`src/rtl/store_buffer.sv`:
```
// store_buffer: in-order FIFO of byte-enabled stores between the store
// datapath and the data-memory write port. It also provides per-byte
// store-to-load forwarding from the entries it is holding.

// One forwarding lane. The inputs are ordered by age, with index 0 the
// oldest entry. The youngest entry that supplies this byte wins.
module store_buffer_lane #(
  parameter int DEPTH = 4
) (
  input  logic [DEPTH-1:0]      hit,
  input  logic [DEPTH-1:0][7:0] byte_in,
  output logic [7:0]            byte_out,
  output logic                  be_out
);
  // Scan from oldest to youngest so that later (younger) hits override
  always_comb begin
    byte_out = '0;
    be_out   = 1'b0;
    for (int k = 0; k < DEPTH; k++) begin
      if (hit[k]) begin
        byte_out = byte_in[k];
        be_out   = 1'b1;
      end
    end
  end
endmodule

module store_buffer #(
  parameter int DEPTH = 4,
  parameter int CNT_W = $clog2(DEPTH) + 1
) (
  input  logic             clk,
  input  logic             rst,
  input  logic             st_valid,
  output logic             st_ready,
  input  logic [31:0]      st_addr,
  input  logic [31:0]      st_data,
  input  logic [3:0]       st_be,
  output logic             mem_req_valid,
  input  logic             mem_req_ready,
  output logic [31:0]      mem_addr,
  output logic [31:0]      mem_wdata,
  output logic [3:0]       mem_be,
  input  logic [31:0]      ld_addr,
  output logic [31:0]      ld_fwd_data,
  output logic [3:0]       ld_fwd_be,
  output logic             ld_fwd_full,
  output logic [CNT_W-1:0] count,
  output logic             empty
);
  localparam int AW = $clog2(DEPTH);

  logic [DEPTH-1:0]        ent_vld;
  logic [DEPTH-1:0][29:0]  ent_addr;
  logic [DEPTH-1:0][31:0]  ent_data;
  logic [DEPTH-1:0][3:0]   ent_be;
  logic [AW-1:0]           wr_ptr, rd_ptr;
  logic [CNT_W-1:0]        cnt;
  logic                    enq, deq;

  // A store with an all-zero byte enable completes its handshake but is
  // not written into the buffer
  assign st_ready      = (cnt < CNT_W'(DEPTH));
  assign empty         = (cnt == '0);
  assign count         = cnt;
  assign mem_req_valid = !empty;
  assign enq           = st_valid && st_ready && (st_be != 4'b0000);
  assign deq           = mem_req_valid && mem_req_ready;

  // The head entry drives the memory port; the outputs are zero when the buffer is empty
  assign mem_addr  = empty ? 32'h0 : {ent_addr[rd_ptr], 2'b00};
  assign mem_wdata = empty ? 32'h0 : ent_data[rd_ptr];
  assign mem_be    = empty ? 4'h0  : ent_be[rd_ptr];

  // Entry storage, pointers and occupancy
  always_ff @(posedge clk or posedge rst) begin
    if (rst) begin
      ent_vld  <= '0;
      ent_addr <= '0;
      ent_data <= '0;
      ent_be   <= '0;
      wr_ptr   <= '0;
      rd_ptr   <= '0;
      cnt      <= '0;
    end else begin
      if (enq) begin
        ent_vld[wr_ptr]  <= 1'b1;
        ent_addr[wr_ptr] <= st_addr[31:2];
        ent_data[wr_ptr] <= st_data;
        ent_be[wr_ptr]   <= st_be;
        wr_ptr           <= wr_ptr + AW'(1);
      end
      // No enqueue can occur when the buffer is full, and no dequeue can
      // occur when it is empty. So a dequeue and an enqueue in the same
      // cycle never target the same slot.
      if (deq) begin
        ent_vld[rd_ptr] <= 1'b0;
        rd_ptr          <= rd_ptr + AW'(1);
      end
      case ({enq, deq})
        2'b10:   cnt <= cnt + CNT_W'(1);
        2'b01:   cnt <= cnt - CNT_W'(1);
        default: cnt <= cnt;
      endcase
    end
  end

  // Reorder the entries by age, counting from the read pointer, so that
  // wrap-around never affects which entry is youngest
  logic [DEPTH-1:0]           age_match;
  logic [DEPTH-1:0][3:0]      age_be;
  logic [DEPTH-1:0][31:0]     age_data;
  logic [3:0][DEPTH-1:0]      lane_hit;
  logic [3:0][DEPTH-1:0][7:0] lane_byte;

  genvar k, i;
  generate
    for (k = 0; k < DEPTH; k++) begin : g_age
      logic [AW-1:0] idx;
      assign idx          = rd_ptr + AW'(k);
      assign age_match[k] = ent_vld[idx] && (ent_addr[idx] == ld_addr[31:2]);
      assign age_be[k]    = ent_be[idx];
      assign age_data[k]  = ent_data[idx];
      for (i = 0; i < 4; i++) begin : g_lane_in
        assign lane_hit[i][k]  = age_match[k] && age_be[k][i];
        assign lane_byte[i][k] = age_data[k][8*i +: 8];
      end
    end

    for (i = 0; i < 4; i++) begin : g_lane
      store_buffer_lane #(.DEPTH(DEPTH)) u_lane (
        .hit      (lane_hit[i]),
        .byte_in  (lane_byte[i]),
        .byte_out (ld_fwd_data[8*i +: 8]),
        .be_out   (ld_fwd_be[i])
      );
    end
  endgenerate

  assign ld_fwd_full = (ld_fwd_be == 4'b1111);
endmodule

```
`config.mk`:
```
export PLATFORM = sky130hd
export DESIGN_NAME = store_buffer
export DESIGN_NICKNAME = d
export VERILOG_FILES = /design/src/rtl/store_buffer.sv
export SDC_FILE = /design/constraint.sdc
export NUM_CORES = 1
export LEC_CHECK = 0
export CAP_MARGIN = 5
export CORE_UTILIZATION = 35
export DETAILED_ROUTE_END_ITERATION = 6
export GPL_ROUTABILITY_DRIVEN = 0
export SYNTH_ARGS = -nofsm -noshare
export SYNTH_HDL_FRONTEND = slang
export SYNTH_HIERARCHICAL = 1
export SYNTH_SLANG_ARGS = --single-unit
```
`constraint.sdc`:
```
create_clock -name clk -period 11.6 [get_ports clk]
set_clock_uncertainty 0.1 [all_clocks]
set_input_delay 2.32 -clock clk [delete_from_list [all_inputs] [get_ports clk]]
set_output_delay 2.32 -clock clk [all_outputs]
set_load 0.02 [all_outputs]
```
# Yosys cells after proc, flatten, opt, wreduce, memory -nomap -nowiden
# Index checks and enable logic that the tools add are counted.
[word_totals]
register_bits = 275
in_bits = 104
out_inout_bits = 111
elab_cells = 152
[op_classes]
add_sub_neg = 6
order_cmp = 8
n_eq_ne = 7
n_mux = 83
bitwise_logic = 3
n_reduce_logical = 29
[op_table]
columns = ["cell", "count"]
rows = [
  ["$bmux W32 S2", 4],
  ["$bmux W30 S2", 4],
  ["$mux W32", 7],
  ["$mux W30", 5],
  ["$bwmux W128", 1],
  ["$mux W8", 16],
  ["$bwmux W120", 1],
  ["$eq A30 B30 Y1", 4],
  ["$demux W32 S2", 1],
  ["$demux W30 S2", 1],
  ["$bmux W4 S2", 4],
  ["$mux W4", 8],
  ["$logic_and A1 B1 Y1", 25],
  ["$mux W1", 22],
  ["$bwmux W16", 1],
  ["$lt A2 B3 Y1 const B", 5],
  ["$bmux W1 S2", 4],
  ["$demux W4 S2", 1],
  ["$pmux W3 S2", 1],
  ["$add A2 B1 Y2 const B", 2],
  ["$add A2 B2 Y2 const B", 2],
  ["$and A4 B4 Y4", 1],
  ["$demux W1 S2", 2],
  ["$eq A4 B4 Y1 const B", 1],
  ["12 further kinds", 13],
]

# Depth between registers and ports, before layout
[depth]
depth_word = 10
depth_mapped = 23
mapped_depth_nobuf = 11

# Cells and area by module
# The synthesis kept the hierarchy.
[by_module_without_submodules]
columns = ["mod", "instances", "cells_each", "area_each_um2", "seq_area_each_um2"]
rows = [
  ["store_buffer", 1, 1442, 19572.5, 6881.6],
  ["store_buffer_lane", 4, 35, 227.7, 0.0],
]

# Worst setup path before layout
# No wires, ideal clock.
[synth_path]
path_kind = "flip-flop to output port"
start = "register rd_ptr[1]"
end = "output ld_fwd_data[10]"
t_arrival_ps = 4786
required_time_ps = 9180
slack_ps = 4394
stages_incl_launch_ff = 23
path_buffers = 11
path_cell_list = "dfrtp_1 -> buf_2 -> buf_6 -> buf_4 -> buf_4 -> buf_4 -> buf_2 -> buf_2 -> inv_1 -> ha_1 -> buf_4 -> buf_6 -> buf_6 -> mux2_2 -> a221oi_1 -> nand4_1 -> a221oi_1 -> nand3_1 -> nor2_1 -> nand2b_1 -> buf_6 -> o22ai_1 -> a21oi_1"
[synth_between]
elab_chain_len = 9
word_cells_on_any_way = 51
cone_classes = "add/sub (3); eq/ne (4); mux (36); reduce/logical (8)"
[synth_lines]
columns = ["element", "line", "rtl"]
rows = [
  ["from (decl)", "57", "logic [AW-1:0] wr_ptr, rd_ptr;"],
  ["from (signal assigned)", "98", "rd_ptr <= rd_ptr + AW'(1);"],
  ["$add A2 B1 Y2 *", "120", "assign idx = rd_ptr + AW'(k);"],
  ["via g_age[1].idx[1]", "119", "logic [AW-1:0] idx;"],
  ["$bmux W30 S2", "121", "assign age_match[k] = ent_vld[idx] && (ent_addr[idx] == ld_addr[31:2]);"],
  ["$mux W30 (not written as such)", "121", ""],
  ["$eq A30 B30 Y1", "121", ""],
  ["$logic_and A1 B1 Y1", "121", ""],
  ["$logic_and A1 B1 Y1", "125", "assign lane_hit[i][k] = age_match[k] && age_be[k][i];"],
  ["$mux W8 * (3 in a row)", "20", "if (hit[k]) begin"],
  ["to (decl)", "45", "output logic [31:0] ld_fwd_data,"],
]
# The timed path passes the listed nets; every way through them passes the cells marked *. The select of a mux whose other input is x is not followed.

==> impl_metrics.py <==
metrics = {
    "grt": {
        "overflow": 0,
        "grt_pass1_vias": 15100,
        "grt_use_total": 0.212,
        "antenna_found_initial": 4,
        "grt_start_max_net_pins": 131,
        "grt_first_pass_wirelength_mm": 95.8,
    },
    "cts": {
        "path_clk_slew_ps": 60,
        "cts_sinks": 275,
        "htreeDepth": 2,
        "root_buffer": "clkbuf_16",
        "numCtsBuffers": 36,
        "cts_resized": 0,
        "postCtsSetupRepairBufs": 0,
        "insertion_delay_ps": 550,
        "cts_hold_buffers": 0,
        "cts_tree": "built",
        "cts_buffer_depth": 3,
    },
    "route": {
        "ant_nets": 0,
        "drtIter0Drc": 1063,
        "num_vias": 14900,
        "wire_per_inst_um": 25.0,
        "dr.pass1.iters": 5,
        "vias_per_cell": 5.97,
        "drcViolationCount": 0,
        "routed_wl_mm": 62.7,
    },
    "power": {
        "power_density_nw_per_um2": 356,
        "ir_drop_mv": 0.216,
        "p_leak_uw": 0.00934,
    },
    "sta": {
        "worst_slew_pin_slew_ps": 1050,
        "tns_ps": 0,
        "period_share": 0.796,
        "drv_slew": 0,
        "grt_setup_unrepaired": "false",
        "max_freq_mhz": 108,
        "period_needed_ps": 9230,
        "relSlewSlack": 0.303,
        "fin_ws_ps": 2370,
        "setup_violations": 0,
        "finalHoldViolations": 0,
    },
    "floorplan": {
        "start_util": 0.354,
        "die_w_um": 244,
        "dieArea_sq_um": 59500,
        "row_count": 88,
        "die_h_um": 244,
        "io_pins": 215,
        "core_sq_um": 57800,
    },
    "cells_and_area": {
        "area_growth_pct": 18.3,
        "nFillCells": 5401,
        "nNetsFinal": 1823,
        "drive_above_1_share": 0.340,
    },
    "yosys": {
        "ys.flop_type": "dfrtp_1",
        "ys_top_cells_by_area": "dfrtp_1 (34%), mux4_2 (24%), mux2_2 (15%), mux2i_1 (5.3%), xnor2_1 (3.1%)",
        "synth_cells": 1582,
        "yosysWarnings": 6,
        "seq_area_frac_synth": 0.336,
        "synth.most_common_cell": "mux2_2",
        "synthTopCellsByCount": "mux2_2 (277), dfrtp_1 (275), mux4_2 (214)",
        "synth_area_leader_cell": "dfrtp_1",
        "synth-async-reset-ratio": 1.00,
        "yosysUniqueCellTypes": 62,
        "avgSynthCellArea_sq_um": 12.9,
        "synth_top_area_share": 0.336,
        "synth_area_sq_um": 20500,
        "ys_ff_latch": 275,
        "synth_edf_count": 0,
    },
    "outcome": {
        "status": "completed",
    },
    "critical_path": {
        "critPathMaxFanout": 50,
        "r2r_end": "rd_ptr[1]$_DFFE_PP0N_",
        "crit_start": "rd_ptr[1]$_DFFE_PP0N_",
        "start_kind": "flop",
        "crit_path_top_delay_cell": "dfrtp_4",
        "crit_arrival_ps": 6810,
        "critPathKind": "reg2out",
        "cpPeakStageDelay_ps": 980,
        "worstPathRequired_ps": 9180,
        "rr_startpoint": "rd_ptr[1]$_DFFE_PP0N_",
        "r2r_setup_slack_ps": 8420,
        "critPathCapture": "ld_fwd_data[9]",
        "reg2reg_depth": 5,
        "crit_chain": "inv_1 > ha_4 > buf_4 > mux4_2 > xnor2_1 > nor4_1 > nand4_1 > nor4b_1 > and2_1 > and2b_1 > a22oi_1 > a21oi_1 > clkdlybuf4s50_1",
        "cp-end-kind": "output pin",
    },
    "place": {
        "place_ws_ps": 2680,
        "dp_hpwl_mm": 43.3,
        "port_buffers": 208,
    },
    "run": {
        "maxCapViolations": 0,
    },
    "min_path": {
        "hold_path.class": "reg2reg",
    },
}
flip-flops by register name, indices dropped and copies added, names as in the netlist:
register  count
ent_be       16
count         3
ent_data    128
rd_ptr        2
wr_ptr        2
ent_vld       4
ent_addr    120
placed cells by master (no fill, tap or decap), types with 11 or more instances in the layout:
master	synthesis	final
o22ai_1	37	37
mux4_2	214	214
mux2_2	277	277
nor2_1	38	38
xnor2_1	73	73
buf_4	22	19
clkbuf_16	0	36
clkbuf_1	41	11
inv_1	24	22
a21oi_1	46	46
a22oi_1	25	25
xor2_1	38	38
o21ai_0	17	17
clkdlybuf4s50_1	0	208
mux2i_1	109	109
and3_1	11	11
nor2b_1	52	52
dfrtp_1	275	273
nand4_1	16	16
nand2_1	44	40
layer usage:
layer  up-vias  wire length [um]  global-route usage
met5         -                26                   0
met4         4              1870              0.0702
met3       117              4440              0.0412
met2       571             29700               0.336
met1      7822             26600               0.290
li1       6423                 -                   -
where the power goes:
part | switching [uW] | total (uW) | internal, uW
Clock | 439 | 1170 | 726
Sequential | 652 | 2100 | 1450
Combinational | 2480 | 5370 | 2890
how the worst min path moves through the flow:
stage / from / slack, ps / endpoint / depth (start not counted)
5_1_grt: count[0]$_DFFE_PP0P_ / 430 / count[0]$_DFFE_PP0P_ / 1
4_1_cts: count[0]$_DFFE_PP0P_ / 410 / count[0]$_DFFE_PP0P_ / 1
3_5_place_dp: count[0]$_DFFE_PP0P_ / 400 / count[0]$_DFFE_PP0P_ / 1
6_report: count[0]$_DFFE_PP0P_ / 410 / count[0]$_DFFE_PP0P_ / 1
2_1_floorplan: ent_addr[24]$_DFFE_PP0P_ / 430 / ent_addr[24]$_DFFE_PP0P_ / 1
3_3_place_gp: count[0]$_DFFE_PP0P_ / 380 / count[0]$_DFFE_PP0P_ / 1
layout make-up:
class / count / area, sq um / share of cell area
sequential: 275 / 6890 / 0.284
multi-input combinational: 1142 / 12800 / 0.527
antenna: 3 / 7.51 / 0.000310
clock buffer: 57 / 1080 / 0.0446
timing repair buffer: 229 / 2260 / 0.0935
clock inverter: 7 / 150 / 0.00620
inverter: 25 / 101 / 0.00418
tap: 765 / 957 / 0.0395
worst max-delay path, delay by kind of cell, from the launching register on:
kind                     cells  cell delay, ps
AO/OA/AOI/OAI                2             290
XOR/XNOR                     1             150
adder cells (fa/ha/maj)      1             850
buffers and inverters        3            1250
flip-flops                   1             980
multiplexers                 1             560
AND/OR/NAND/NOR              5            2140
metrics by stage:
stage	hold slack (ps)	area, sq um	total power [uW]	utilization	instances
6_report	409	24200	8630	0.419	2503
5_1_grt	428	24200	9130	0.419	2501
4_1_cts	409	24200	8670	0.419	2500
3_5_place_dp	397	23000	7460	0.398	2436
3_3_place_gp	383	23000	7340	0.398	2436
2_1_floorplan	426	20500	5930	-	1583
logic make-up (layout without fill, tap and decap cells):
family / after synthesis / count (layout) / synth area share
xor gates and xnor gates: 111 / 111 / 0.0475
DFF: 275 / 275 / 0.336
other: 1 / 5 / 0.000183
buffers and inverters: 166 / 318 / 0.0427
and+or+nand+nor: 235 / 235 / 0.0641
adders and majority gates: 10 / 10 / 0.00648
muxes: 602 / 602 / 0.443
AOI/OAI and AO/OA: 182 / 182 / 0.0605
No activity file was read; power rests on OpenSTA's default activity.
